### src/rtl/ifu_pkg.sv
// Shared types and constants for the instruction fetch unit: FSM encoding,
// AXI response code and the default boot address.
package ifu_pkg;

  typedef enum logic [1:0] {
    ST_IDLE = 2'd0,
    ST_ADDR = 2'd1,
    ST_DATA = 2'd2,
    ST_HOLD = 2'd3
  } ifu_state_e;

  localparam logic [1:0]  RESP_OKAY        = 2'b00;
  localparam logic [31:0] DEFAULT_RESET_PC = 32'h8000_0000;
  localparam logic [31:0] INST_BYTES       = 32'd4;

  // Sequential next PC; 32-bit add so 32'hFFFFFFFC wraps to 0.
  function automatic logic [31:0] next_seq_pc(input logic [31:0] pc);
    return pc + INST_BYTES;
  endfunction

endpackage

### src/rtl/ifu_pc_sel.sv
// Next-PC / redirect bookkeeping for ifu_fetch: decides the next fetch PC,
// the pending redirect target and whether the in-flight response is dropped.
module ifu_pc_sel
  import ifu_pkg::*;
(
  input  ifu_state_e  i_state,
  input  logic [31:0] i_pc,
  input  logic [31:0] i_pend_pc,
  input  logic        i_squash,
  input  logic        i_redirect_valid,
  input  logic [31:0] i_redirect_pc,
  input  logic        i_rvalid,
  input  logic        i_handshake,
  output logic [31:0] o_pc_nxt,
  output logic [31:0] o_pend_nxt,
  output logic        o_squash_nxt,
  output logic        o_discard,
  output logic [31:0] o_snpc
);

  logic        w_squash_eff;
  logic [31:0] w_target;

  assign o_snpc = next_seq_pc(i_pc);

  // A redirect arriving in the same cycle as the response counts as pending.
  assign w_squash_eff = i_squash | i_redirect_valid;
  assign w_target     = i_redirect_valid ? i_redirect_pc : i_pend_pc;

  always_comb begin
    o_pc_nxt     = i_pc;
    o_pend_nxt   = i_pend_pc;
    o_squash_nxt = i_squash;
    o_discard    = 1'b0;
    case (i_state)
      ST_IDLE: begin
        if (i_redirect_valid) begin
          o_pc_nxt = i_redirect_pc;
        end
      end
      ST_ADDR: begin
        // araddr must not move while arvalid is high; park the target.
        if (i_redirect_valid) begin
          o_pend_nxt   = i_redirect_pc;
          o_squash_nxt = 1'b1;
        end
      end
      ST_DATA: begin
        if (i_rvalid && w_squash_eff) begin
          o_discard    = 1'b1;
          o_pc_nxt     = w_target;
          o_squash_nxt = 1'b0;
        end else if (i_redirect_valid) begin
          o_pend_nxt   = i_redirect_pc;
          o_squash_nxt = 1'b1;
        end
      end
      ST_HOLD: begin
        if (i_redirect_valid) begin
          o_pc_nxt = i_redirect_pc;
        end else if (i_handshake) begin
          o_pc_nxt = o_snpc;
        end
      end
      default: begin
        o_pc_nxt = i_pc;
      end
    endcase
  end

endmodule

### src/rtl/ifu_fetch.sv
// Instruction fetch unit: one AXI4-Lite read per instruction, hands
// {inst, pc, snpc, fault} to decode and re-steers on redirects.
module ifu_fetch
  import ifu_pkg::*;
#(
  parameter logic [31:0] RESET_PC = DEFAULT_RESET_PC
) (
  input  logic        clk,
  input  logic        rst,
  output logic [31:0] araddr,
  output logic        arvalid,
  input  logic        arready,
  input  logic [31:0] rdata,
  input  logic [1:0]  rresp,
  input  logic        rvalid,
  output logic        rready,
  input  logic        redirect_valid,
  input  logic [31:0] redirect_pc,
  output logic [31:0] instF,
  output logic [31:0] pcF,
  output logic [31:0] snpcF,
  output logic        faultF,
  output logic        out_valid,
  input  logic        out_ready,
  output logic [1:0]  dbg_state
);

  // Handshakes: a transfer happens on a rising clk edge where valid and ready
  // are both high; valid, once raised, holds its payload until that transfer.
  ifu_state_e  r_state;
  ifu_state_e  w_state_nxt;
  logic [31:0] r_pc;
  logic [31:0] r_pend_pc;
  logic        r_squash;
  logic [31:0] r_inst;
  logic [31:0] r_pc_f;
  logic [31:0] r_snpc_f;
  logic        r_fault;

  logic [31:0] w_pc_nxt;
  logic [31:0] w_pend_nxt;
  logic        w_squash_nxt;
  logic        w_discard;
  logic [31:0] w_snpc;
  logic        w_handshake;
  logic        w_capture;
  logic        w_resp_ok;

  assign arvalid     = (r_state == ST_ADDR);
  assign rready      = (r_state == ST_DATA);
  assign out_valid   = (r_state == ST_HOLD) && !redirect_valid;
  assign w_handshake = out_valid && out_ready;
  assign araddr      = r_pc;
  assign instF       = r_inst;
  assign pcF         = r_pc_f;
  assign snpcF       = r_snpc_f;
  assign faultF      = r_fault;
  assign dbg_state   = r_state;

  ifu_pc_sel u_pc_sel (
    .i_state          (r_state),
    .i_pc             (r_pc),
    .i_pend_pc        (r_pend_pc),
    .i_squash         (r_squash),
    .i_redirect_valid (redirect_valid),
    .i_redirect_pc    (redirect_pc),
    .i_rvalid         (rvalid),
    .i_handshake      (w_handshake),
    .o_pc_nxt         (w_pc_nxt),
    .o_pend_nxt       (w_pend_nxt),
    .o_squash_nxt     (w_squash_nxt),
    .o_discard        (w_discard),
    .o_snpc           (w_snpc)
  );

  assign w_capture = (r_state == ST_DATA) && rvalid && !w_discard;
  assign w_resp_ok = (rresp == RESP_OKAY);

  always_comb begin
    w_state_nxt = r_state;
    case (r_state)
      ST_IDLE: w_state_nxt = ST_ADDR;
      ST_ADDR: begin
        if (arready) begin
          w_state_nxt = ST_DATA;
        end
      end
      ST_DATA: begin
        if (rvalid) begin
          w_state_nxt = w_discard ? ST_ADDR : ST_HOLD;
        end
      end
      ST_HOLD: begin
        if (w_handshake || redirect_valid) begin
          w_state_nxt = ST_ADDR;
        end
      end
      default: w_state_nxt = ST_IDLE;
    endcase
  end

  always_ff @(posedge clk) begin
    if (rst) begin
      r_state   <= ST_IDLE;
      r_pc      <= RESET_PC;
      r_pend_pc <= RESET_PC;
      r_squash  <= 1'b0;
      r_inst    <= 32'h0;
      r_pc_f    <= RESET_PC;
      r_snpc_f  <= next_seq_pc(RESET_PC);
      r_fault   <= 1'b0;
    end else begin
      r_state   <= w_state_nxt;
      r_pc      <= w_pc_nxt;
      r_pend_pc <= w_pend_nxt;
      r_squash  <= w_squash_nxt;
      if (w_capture) begin
        // A faulting fetch delivers a zero word so decode never sees junk.
        r_inst   <= w_resp_ok ? rdata : 32'h0;
        r_fault  <= !w_resp_ok;
        r_pc_f   <= r_pc;
        r_snpc_f <= w_snpc;
      end
    end
  end

endmodule

### config.mk
export PLATFORM = sky130hd
export DESIGN_NAME = ifu_fetch
export DESIGN_NICKNAME = d
export VERILOG_FILES = /design/src/rtl/ifu_pkg.sv /design/src/rtl/ifu_pc_sel.sv /design/src/rtl/ifu_fetch.sv
export SDC_FILE = /design/constraint.sdc
export NUM_CORES = 1
export LEC_CHECK = 0
export BUFFER_PORTS_ARGS = -buffer_cell sky130_fd_sc_hd__buf_2
export CAP_MARGIN = 5
export CELL_PAD_IN_SITES_DETAIL_PLACEMENT = 1
export CELL_PAD_IN_SITES_GLOBAL_PLACEMENT = 2
export CORE_MARGIN = 1.5
export CORE_UTILIZATION = 29
export CTS_CLUSTER_DIAMETER = 40
export DETAILED_ROUTE_END_ITERATION = 8
export GPL_ROUTABILITY_DRIVEN = 0
export GPL_TIMING_DRIVEN = 0
export PLACE_DENSITY_LB_ADDON = 0.3
export SLEW_MARGIN = 30
export SYNTH_ARGS = -nofsm -noshare
export SYNTH_HDL_FRONTEND = slang
export SYNTH_SLANG_ARGS = --single-unit
### constraint.sdc
create_clock -name clk -period 2.7 [get_ports clk]
set_input_delay 0.135 -clock clk [delete_from_list [all_inputs] [get_ports clk]]
set_output_delay 0.135 -clock clk [all_outputs]
set_load 0.05 [all_outputs]
Yosys cells after proc, flatten, opt, wreduce, memory -nomap -nowiden
Cells that the tools add are included.
{"block": "classes", "addsub": 1, "n_eq_ne": 10, "muxes": 19, "n_reduce_logical": 16, "bitwise_logic": 1}
{"cell": "32-bit 2-to-1 mux", "count": 7}
{"cell": "32-bit case mux with 3 select lines", "count": 1}
{"cell": "32-bit case mux with 2 select lines", "count": 1}
{"cell": "32-bit by 3-bit adder with 32-bit output (second input constant)", "count": 1}
{"cell": "2-bit 2-to-1 mux", "count": 4}
{"cell": "2-bit case mux with 4 select lines", "count": 1}
{"cell": "2-bit by 1-bit inequality test with 1-bit output (second input constant)", "count": 3}
{"cell": "2-bit inequality test (second input constant)", "count": 3}
{"cell": "1-bit logical AND", "count": 5}
{"cell": "2-bit == test (second input constant)", "count": 2}
{"cell": "2-bit zero test", "count": 2}
{"cell": "1-bit 2-to-1 mux", "count": 4}
{"cell": "4-bit AND reduction", "count": 1}
{"cell": "1-bit zero test", "count": 3}
{"cell": "3-bit inequality test (second input constant)", "count": 1}
{"cell": "3-bit AND reduction", "count": 1}
{"cell": "3-bit nonzero test", "count": 1}
{"cell": "2-bit by 1-bit == test with 1-bit output (second input constant)", "count": 1}
{"cell": "1-bit case mux with 2 select lines", "count": 1}
{"cell": "2-bit AND reduction", "count": 1}
{"cell": "2-bit nonzero test", "count": 1}
{"cell": "1-bit logical OR", "count": 1}
{"cell": "1-bit bitwise OR", "count": 1}
{"block": "word_totals", "regBits": 164, "output_inout_bits": 134, "in_bits": 72, "elab_cells": 55}

Depth between registers and ports, before layout
Gate-level depths: netlist of run 1.
{"block": "logic_depth", "word_depth": 7, "mapped_depth": 10, "mapped_depth_nobuf": 7}

Modules after synthesis
A second synthesis of run 1 with hierarchy kept.
{"block": "unflattened", "cells_unflattened": 1006, "area_unflattened_um2": 8305.5}
{"module": "ifu_fetch", "seq_area_each_um2": 3283.1, "area_each_um2": 5202.5, "instances": 1, "cells_per_inst": 514}
{"module": "ifu_pc_sel", "seq_area_each_um2": 0.0, "area_each_um2": 3103.0, "instances": 1, "cells_per_inst": 492}

Worst setup path after synthesis of run 1
OpenSTA, ideal clock, no wires.
{"block": "synth_timing", "kind": "reg-to-reg", "startpoint": "register r_state[1] (netlist: dbg_state[1])", "endpoint": "register r_snpc_f[12] (netlist: snpcF[12])", "required_ns": 2.563, "path_stages_with_launch": 8, "t_arrival_ns": 2.603, "setup_slack_ns": -0.041, "setup_time_ns": 0.137, "n_path_buf": 3, "period_less_slack_ns": 2.741, "cell_sequence": "dfxtp_1 -> ha_1 -> buf_2 -> nand2_1 -> nor3_2 -> clkbuf_1 -> buf_1 -> a211oi_1"}
{"block": "synth_via", "elab_chain_cells": 4, "elab_cells_between_ends": 5, "classes_between": "eq/ne: 1; mux: 1; reduce/logical: 3"}
{"element": "from (decl)", "line": "ifu_fetch.sv:30", "text": "ifu_state_e r_state;"}
{"element": "from (signal assigned)", "line": "ifu_fetch.sv:113", "text": "r_state <= w_state_nxt;"}
{"element": "2-bit == test *"}
{"element": "named net rready", "line": "ifu_fetch.sv:16", "text": "output logic rready,"}
{"element": "1-bit 2-to-1 mux", "line": "ifu_pc_sel.sv:35", "text": "case (i_state)"}
{"element": "1-bit zero test", "line": "ifu_fetch.sv:76", "text": "assign w_capture = (r_state == ST_DATA) && rvalid && !w_discard;"}
{"element": "1-bit logical AND *", "line": "ifu_fetch.sv:76"}
{"element": "to (signal assigned)", "line": "ifu_fetch.sv:110", "text": "r_snpc_f <= next_seq_pc(RESET_PC);"}
{"element": "to (signal assigned)", "line": "ifu_fetch.sv:122", "text": "r_snpc_f <= w_snpc;"}
{"element": "to (decl)", "line": "ifu_fetch.sv:37", "text": "logic [31:0] r_snpc_f;"}
The timed path passes the listed nets; every way through them passes the cells marked *.
A chain may end at the register's enable or synchronous reset.

Final worst setup path of run 1
{"block": "layout_timing", "startpoint": "register r_state[0] (netlist: dbg_state[0])", "endpoint": "register r_pc_f[31] (netlist: pcF[31])"}
{"block": "layout_via", "elab_chain_cells": 4, "elab_cells_between_ends": 5, "classes_between": "eq/ne: 1; mux: 1; reduce/logical: 3"}
{"element": "2-bit == test *", "line": "ifu_pc_sel.sv:35, ifu_fetch.sv:76"}
{"element": "1-bit 2-to-1 mux", "line": "ifu_pc_sel.sv:35"}
{"element": "1-bit zero test", "line": "ifu_fetch.sv:76"}
{"element": "1-bit logical AND *", "line": "ifu_fetch.sv:76"}
{"element": "to (signal assigned)", "line": "ifu_fetch.sv:121", "text": "r_pc_f <= r_pc;"}
{"element": "to (decl)", "line": "ifu_fetch.sv:36", "text": "logic [31:0] r_pc_f;"}
Mark *: on every way between the ends. The rest lies on a longest branch, timed or not.

==> results of run 1 <==
[cells in the final DEF (no fill, tap or decap), types with 4 or more instances in the layout]
cell,count
nand2_1,157
ha_1,5
inv_6,7
a31oi_1,8
nor3_1,11
a211oi_1,30
a221o_1,5
a22o_1,4
dlygate4sd3_1,65
clkbuf_1,42
clkbuf_2,10
a21o_1,7
clkbuf_16,17
buf_4,4
and4_1,5
a22oi_1,52
inv_1,11
xnor2_1,18
nand4_1,18
nand3_1,13
inv_8,5
xor2_1,9
buf_2,229
a21oi_1,95
o21ai_0,28
dfxtp_1,162
nand2b_1,7
and2_1,5
o32ai_1,4
or3_1,4
nor2_1,88
nor4_1,7
[cell type report]
| cell class | count | area share [%] |
|---|---|---|
| diodes | 1 | 0.0253 |
| plain buffers | 82 | 3.73 |
| clock buffers | 17 | 4.30 |
| clock inverters | 15 | 1.53 |
| inverters | 12 | 0.456 |
| multi-input cells | 626 | 36.1 |
| flip-flops and latches | 162 | 32.8 |
| well taps | 324 | 4.10 |
| repair buffers | 270 | 17.0 |
[worst paths after layout]
path | cells past startpoint | startpoint | to
min | 4 | rresp[1] | instF[11]
max reg2reg | 9 | dbg_state[0] | pcF[31]
min reg2reg | 2 | pcF[13] | pcF[13]
max | 9 | dbg_state[0] | pcF[31]
[registers in the layout, summed over array words and instances (netlist names)]
signal,count
instF,32
r_squash,1
araddr,32
pcF,32
snpcF,30
faultF,1
dbg_state,2
r_pend_pc,32
[metal layers]
metal | wire (um) | vias to the layer above
li1 | - | 3697
met1 | 13300 | 3704
met2 | 13700 | 201
met3 | 1170 | 21
met4 | 366 | 0
met5 | 0 | -
[through the flow]
stage / power, mW / hold WS, ns
CTS: 6.39 / 0.0844
global route: 6.61 / 0.120
floorplan: 3.45 / 0.254
global placement: 3.86 / 0.368
detailed placement: 3.87 / 0.381
finish: 6.34 / 0.0948
[cell families after synthesis]
group / count (synthesis) / synth area share [%]
AND/OR/NAND/NOR: 339 / 22.1
AO/OA/AOI/OAI: 254 / 22.8
flip-flops: 162 / 45.1
buffers and inverters: 96 / 5.66
XOR/XNOR: 27 / 3.29
adder cells (fa/ha/maj): 6 / 1.04
[repair_timing]
| item | CTS | global route |
|---|---|---|
| hold endpoints to repair | 65 | 0 |
| endpoints found under the setup margin | 58 | 80 |
| hold buffers | 65 | 0 |
| gates cloned | 0 | 0 |
| resized for setup | 5 | 15 |
[worst max-delay path, cell delays in order, from the launching register on]
cell and delay [ns]:
dfxtp_1 0.37, inv_1 0.11, ha_2 0.17, buf_2 0.23, nand2_1 0.17, nor3_4 0.41
clkbuf_2 0.42, buf_2 0.32, nand2_1 0.13, nand3b_1 0.11
[power by group through the flow]
stage	Combinational, mW	Sequential, mW	Clock, mW
2_1_floorplan	0.533	2.92	0
3_3_place_gp	1.15	2.71	0
3_5_place_dp	1.16	2.71	0
4_1_cts	1.24	2.65	2.49
5_1_grt	1.34	2.67	2.60
6_report	1.25	2.65	2.44
==> qor.csv, run 1 <==
metric,value,unit
internal power,4.14,mW
Finished Core Util,40.6,%
drc violations,0,
Synth async-reset ratio,0,%
CP Capture Type,flip-flop,
Post-Syn Area,0.00719,mm^2
DPL Wire Length,21100,um
r2r setup slk,0.20,ns
fin crit share,92.6,%
total grt overflow,0,
"critical path fanouts, max",10,
post-synth top area cell,dfxtp_1,
CTS Buf Count,17,
WS Path Type,reg2reg,
Static Leak,3.99,nW
CTS max path bufs,2,
Seq. cell area,0.00324,mm^2
row count,57,
detailed-route wire length per cell,18.9,um
design area,0.00989,mm^2
library cells used by synthesis,56,
actual slew at the worst max-slew pin,0.753,ns
CTS tree,done,
Vias/cell,5.05,
fmax,0.400,GHz
WL final,28600,um
number of fill cells,2986,
CTS root buf,clkbuf_16,
worst rel slew slack,49.8,%
All-Layer GR Usage,22.5,%
worst-skew pair later-pin latency,0.44,ns
"Clk pin slew, worst setup/hold paths",0.07,ns
pin count of the biggest net entering global routing,19,
H-tree levels,4,
PD cells,642,mW/mm^2
DP Cell Count,1413,
Top-Level Pins,206,
switching share of power,34.7,%
P_sw,2.20,mW
area grow syn2layout,37.6,%
final setup vio count,0,
combinational power share,19.7,%
TritonRoute pass-1 iters,5,
top-area cell type share of the netlist area,45.1,%
IO buf count,205,
1st-iter DRT viols,391,
TNS Setup,0,ns
CP required,3.08,ns
Commonest cells post-synth,"dfxtp_1 (162), nand2_1 (157), a21oi_1 (96), nor2_1 (88), a22oi_1 (52)",
pins over their slew limit,0,
area of the multi-input gates,0.00357,mm^2
status,"complete, no violations",
vias,7623,
Initial Util,29.6,%
number of antenna violations at the first check in global routing,1,
total of max-cap violations,0,
post-place instance area,0.00862,mm^2
ANT nets after route,0,
CP startpoint kind,flip-flop,
Mean Syn Cell Area,8.13,um^2
Fin. Hold Viols,0,
clk sinks,162,
leading cell type by number of instances after synthesis,dfxtp_1,
cells after synthesis,884,
Die Area,0.0257,mm^2
setup ws final,0.201,ns
synth warn,0,
Seq cells post-synth,162,
RSZ-0062 raised after global routing,false,
GRT busiest layer,met2,
"Top FF cell, synth",dfxtp_1,
Sequential Power Share,41.8,%
met2 usage,37.7,%
Post CTS Setup Buffer Count,0,
DIE HEIGHT,160,um
clk_skew,0.0143,ns
clock power share,38.5,%
syn_nets,962,
Non-Filler Instances,1509,
maximum VDD drop,0.281,mV
most area-consuming cells after synthesis,"dfxtp_1 (45%), nand2_1 (8.2%), a21oi_1 (6.7%), a22oi_1 (5.4%), nor2_1 (4.6%)",
sequential share of the synthesized area,45.1,%
global routing usage on met3,3.95,%
M1 GR Usage,29.7,%
core area,0.0243,mm^2
dpl ws,-0.237,ns
vias in the first global route,7717,
NumNets Final,1249,
Post-synth EDFFs,0,
Die X,160,um
crit path time final,2.50,ns
first-pass GRT wire length,44600,um
Hold Crit Class,in2reg,
CP Data Arrival Time,2.87,ns
share of cells above drive strength 1,24.9,%
No activity file was read; power rests on OpenSTA's default activity.
==> run 2, diff against run 1 <==
- CORE_UTILIZATION: 29 -> 31
- SYNTH_HIERARCHICAL: unset -> 1
- clock period: 2.7 -> 2.6 ns (I/O delays scaled with it)
==> qor.csv, run 2 <==
metric,value,unit
IO buf count,204,
pins over their slew limit,0,
first-pass GRT wire length,52800,um
Seq cells post-synth,164,
area of the multi-input gates,0.00451,mm^2
DPL Wire Length,25800,um
total grt overflow,0,
"critical path fanouts, max",9,
post-synth top area cell,dfxtp_1,
library cells used by synthesis,73,
Mean Syn Cell Area,8.26,um^2
drc violations,23,
max incr delay on CP,0.51,ns
cells after synthesis,1006,
status,"complete, but fails checks",
CTS max path bufs,2,
CP Data Arrival Time,2.84,ns
TritonRoute pass-1 iters,7,
"Clk pin slew, worst setup/hold paths",0.07,ns
WS Path Type,reg2reg,
clk sinks,164,
most area-consuming cells after synthesis,"dfxtp_1 (40%), nand2_1 (7.7%), a22o_1 (7.1%), a21oi_1 (5.7%), nor2b_1 (5.1%)",
WL final,34500,um
fmax,0.392,GHz
core area,0.0262,mm^2
maximum VDD drop,0.394,mV
"Critical Path, Cell by Cell","inv_1, ha_1, clkbuf_1, a21oi_2, o21ai_0, o31ai_1, o211ai_1, nor2b_1",
Commonest cells post-synth,"nand2_1 (170), dfxtp_1 (164), a21oi_1 (95), nor2b_1 (68), a22o_1 (67)",
clk_skew,0.0129,ns
number of antenna diodes,0,
Top-Level Pins,206,
"commonest non-fill, non-tap cells in the layout","buf_2 (240), nand2_1 (169), dfxtp_1 (161), a21oi_1 (94), a22o_1 (67)",
PnR Total Power,7.56,mW
Fin. Hold Viols,0,
Post-synth EDFFs,0,
syn_nets,1087,
Die X,167,um
NumNets Final,1345,
CP startpoint kind,flip-flop,
Hold Crit Class,in2reg,
CTS tree,done,
"most common cell after layout, fill and taps aside",buf_2,
CP required,2.89,ns
Seq. cell area,0.00329,mm^2
vias,8585,
pin count of the biggest net entering global routing,20,
"delay-heaviest family, CP",compound AO/OA/AOI/OAI gates,
Non-Filler Instances,1612,
Post-Syn Area,0.00831,mm^2
Vias/cell,5.33,
CTS root buf,clkbuf_16,
row count,59,
Crit-path slowest cell,a21oi_2,
ANT nets after route,0,
Die Area,0.0278,mm^2
synth warn,6,
PD cells,702,mW/mm^2
top-area cell type share of the netlist area,39.5,%
Initial Util,31.7,%
Static Leak,4.58,nW
Synth async-reset ratio,0,%
violated checks,design-rule violations,
area grow syn2layout,29.8,%
Buf/Inv on CP,2,
worst-skew pair later-pin latency,0.43,ns
number of fill cells,3162,
actual slew at the worst max-slew pin,0.754,ns
1st-iter DRT viols,775,
number of antenna violations at the first check in global routing,0,
detailed-route wire length per cell,21.4,um
sequential share of the synthesized area,39.5,%
total of max-cap violations,0,
H-tree levels,4,
leading cell type by number of instances after synthesis,nand2_1,
worst rel slew slack,49.7,%
"Top FF cell, synth",dfxtp_1,
share of cells above drive strength 1,26.7,%
All-Layer GR Usage,24.7,%
crit path time final,2.55,ns
DIE HEIGHT,167,um
final setup vio count,0,
CTS Buf Count,17,
fin crit share,98.1,%
CP Capture Type,flip-flop,
DP Cell Count,1545,
vias in the first global route,8447,
run 2: cell types whose count changed in the layout (fill, tap and decap cells not counted), moves of 9 or more:
cell           delta
a22o_1           +63
buf_6             +9
a211oi_1         -27
clkbuf_1         -15
nand3_1          +13
dlygate4sd3_1    -33
a22oi_1          -44
buf_2            +11
nor2b_1          +64
nor2_1           -51
o21ai_1          +11
nand2_1          +12
run 2: cell families after synthesis:
logic type / count (synthesis) / share of synthesized area [%]
xor gates and xnor gates: 30 / 3.25
adders and majority gates: 9 / 1.36
buffers and inverters: 110 / 6.61
muxes: 6 / 0.723
and+or+nand+nor: 392 / 24.6
AOI/OAI and AO/OA: 295 / 23.9
DFF: 164 / 39.5
run 2: where the power goes:
| group | switching [mW] | leakage [nW] | internal, mW |
|---|---|---|---|
| clock network | 1.31 | 0.302 | 1.41 |
| logic | 1.37 | 2.95 | 0.662 |
| registers | 0.175 | 1.33 | 2.64 |
| total | 2.86 | 4.58 | 4.71 |
run 2: final timing paths:
check,start,end,slack (ns),cells after the start
max,dbg_state[1],araddr[13],0.05,8
min,rresp[0],faultF,0.03,3
max reg2reg,dbg_state[1],araddr[13],0.05,8
min reg2reg,pcF[12],pcF[12],0.45,2
run 2: area by class of cell:
class | count | share of cell area (%)
plain buffers | 88 | 4.50
clock buffers | 17 | 3.95
clock inverters | 15 | 1.87
inverters | 22 | 0.766
multi-input cells | 732 | 41.8
flip-flops and latches | 164 | 30.5
well taps | 335 | 3.89
repair buffers | 239 | 12.6
run 2: repair_timing:
| action | CTS | global route |
|---|---|---|
| setup endpoints to repair | 111 | 69 |
| hold buffers | 32 | 0 |
| pin swaps | 0 | 1 |
| endpoints found under the hold margin | 32 | 0 |
| gates resized for setup | 9 | 17 |
| buffers inserted | 0 | 3 |
run 2: stage by stage:
step,setup TNS (ns),hold slack (ns),setup slack (ns),area (um^2),utilization [%]
2_1_floorplan,0,0.263,0.0781,8320,-
3_3_place_gp,-31.44,0.349,-0.418,9760,37.2
3_5_place_dp,-31.82,0.350,-0.434,9760,37.2
4_1_cts,0,0.0136,0.0251,10700,41.0
5_1_grt,-0.0225,0.0549,-0.0225,10800,41.1
6_report,0,0.0326,0.0494,10800,41.1
run 2: worst min-delay path: cells and delay by family:
kind | cells | cell delay, ns
AND/OR/NAND/NOR | 2 | 0.17
buffers and inverters | 1 | 0.11
run 2: routing by layer:
layer / GRT usage [%] / part of all wire, % / up-vias
met1: 34.9 / 48 / 4129
li1: - / - / 4077
met5: 0 / 0 / -
met4: 6.44 / 1.7 / 0
met3: 4.09 / 6.2 / 37
met2: 38.9 / 44 / 342
==> run 3, diff against run 2 <==
- PLACE_DENSITY_LB_ADDON: 0.3 -> 0.25
- RECOVER_POWER: unset -> 50
==> qor.csv, run 3 (synthesis results as in run 2) <==
metric,value,unit
CTS root buf,clkbuf_16,
reg-to-reg critical path startpoint,dbg_state[0],
IO buf count,204,
"critical path fanouts, max",8,
Initial Util,31.7,%
Die X,167,um
Top-Level Pins,206,
vias,8514,
core area,0.0262,mm^2
Buf/Inv on CP,0,
Seq. cell area,0.00329,mm^2
area grow syn2layout,28.0,%
worst rel slew slack,50.1,%
CP startpoint kind,flip-flop,
max incr delay on CP,0.53,ns
CP required,2.91,ns
design area,0.0106,mm^2
final setup vio count,0,
first-pass GRT wire length,52500,um
RR Endpoint,araddr[6],
violated checks,design-rule violations,
CP Data Arrival Time,2.87,ns
Hold Path End,faultF,
DPL Wire Length,26000,um
Worst Reg-to-Reg Cells,9,
pin count of the biggest net entering global routing,20,
clk_skew,0.0106,ns
status,"complete, but fails checks",
Crit-path slowest cell,nor2b_1,
"Critical Path, Cell by Cell","ha_1, nor2b_4, and2_2, nor2b_1, nand2_1, a21oi_1, o21ai_0, a32o_1, nor2b_1",
detailed-route wire length per cell,21.4,um
number of fill cells,3239,
clk sinks,164,
Die Area,0.0278,mm^2
Static Leak,4.05,nW
All-Layer GR Usage,24.7,%
vias in the first global route,8471,
PD cells,700,mW/mm^2
drc violations,23,
CP Capture Type,flip-flop,
"delay-heaviest family, CP",simple AND/OR/NAND/NOR gates,
post-place instance area,0.00976,mm^2
crit path time final,2.56,ns
number of antenna diodes,0,
share of cells above drive strength 1,16.5,%
WS Path Type,reg2reg,
Fin. Hold Viols,0,
worst-skew pair later-pin latency,0.44,ns
NumNets Final,1346,
"Clk pin slew, worst setup/hold paths",0.08,ns
DIE HEIGHT,167,um
fin crit share,98.3,%
Vias/cell,5.28,
total grt overflow,0,
H-tree levels,4,
fmax,0.391,GHz
WL final,34500,um
worst hold path cell count,3,
CTS max path bufs,2,
row count,59,
Hold Crit Class,in2reg,
CTS tree,done,
maximum VDD drop,0.406,mV
TNS Setup,0,ns
RSZ-0062 raised after global routing,true,
area of the multi-input gates,0.00454,mm^2
1st-iter DRT viols,664,
actual slew at the worst max-slew pin,0.748,ns
hold_sp,rresp[1],
ANT nets after route,0,
TritonRoute pass-1 iters,7,
hold slack,0.0144,ns
"most common cell after layout, fill and taps aside",nand2_1,
"commonest non-fill, non-tap cells in the layout","nand2_1 (169), dfxtp_1 (161), clkbuf_1 (157), buf_2 (110), a21oi_1 (94)",
pins over their slew limit,0,
number of antenna violations at the first check in global routing,0,
total of max-cap violations,0,
r2r setup slk,0.04,ns
CTS Buf Count,17,
Crit path top cell by count,nor2b_1,
[run 3: power by group]
part	switching, mW	internal (mW)
sequential	0.178	2.64
clock	1.31	1.31
combinational	1.37	0.641
total	2.86	4.58
[run 3: worst min-delay path, stage by stage]
cell and delay (ns):
buf_2 0.11, nor3_1 0.06, nor3_1 0.11
[run 3: what timing repair did]
action / CTS / global route
hold buffers: 32 / 0
setup buffers: 0 / 4
pin swaps: 0 / 1
resized for setup: 8 / 21
endpoints found under the setup margin: 114 / 90
hold endpoints to repair: 32 / 0
[run 3: final cells by class]
type	count	area share, %
Inverter	22	0.777
Clock inverter	15	1.69
Tap cell	335	3.94
Multi-Input combinational cell	732	42.7
Buffer	88	4.59
Timing Repair Buffer	240	11.4
Clock buffer	17	4.00
Sequential cell	164	31.0
[run 3: worst max path at each step]
stage,startpoint,endpoint,cells past startpoint
after floorplan,dbg_state[0],araddr[31],9
after global placement,dbg_state[0],snpcF[29],11
after detailed placement,dbg_state[0],pcF[3],11
after CTS,dbg_state[1],araddr[12],9
after global routing,dbg_state[0],r_pend_pc[7],9
final,dbg_state[0],araddr[6],9
[run 3: through the flow]
| step | std cells | power (mW) | worst slack, ns | utilization [%] |
|---|---|---|---|---|
| 6_report | 1613 | 7.45 | 0.0445 | 40.6 |
| 5_1_grt | 1613 | 7.76 | -0.0465 | 40.6 |
| 4_1_cts | 1609 | 7.48 | 0.0249 | 40.8 |
| 3_5_place_dp | 1545 | 4.81 | -0.477 | 37.2 |
| 3_3_place_gp | 1545 | 4.80 | -0.414 | 37.2 |
| 2_1_floorplan | 1006 | 4.14 | 0.0781 | - |
[run 3: metal layers]
metal / GRT usage [%] / vias up / wire (um)
li1: - / 4087 / -
met4: 7.79 / 0 / 726
met5: 0 / - / 0
met2: 38.3 / 299 / 15100
met1: 34.6 / 4084 / 16700
met3: 4.44 / 44 / 2040
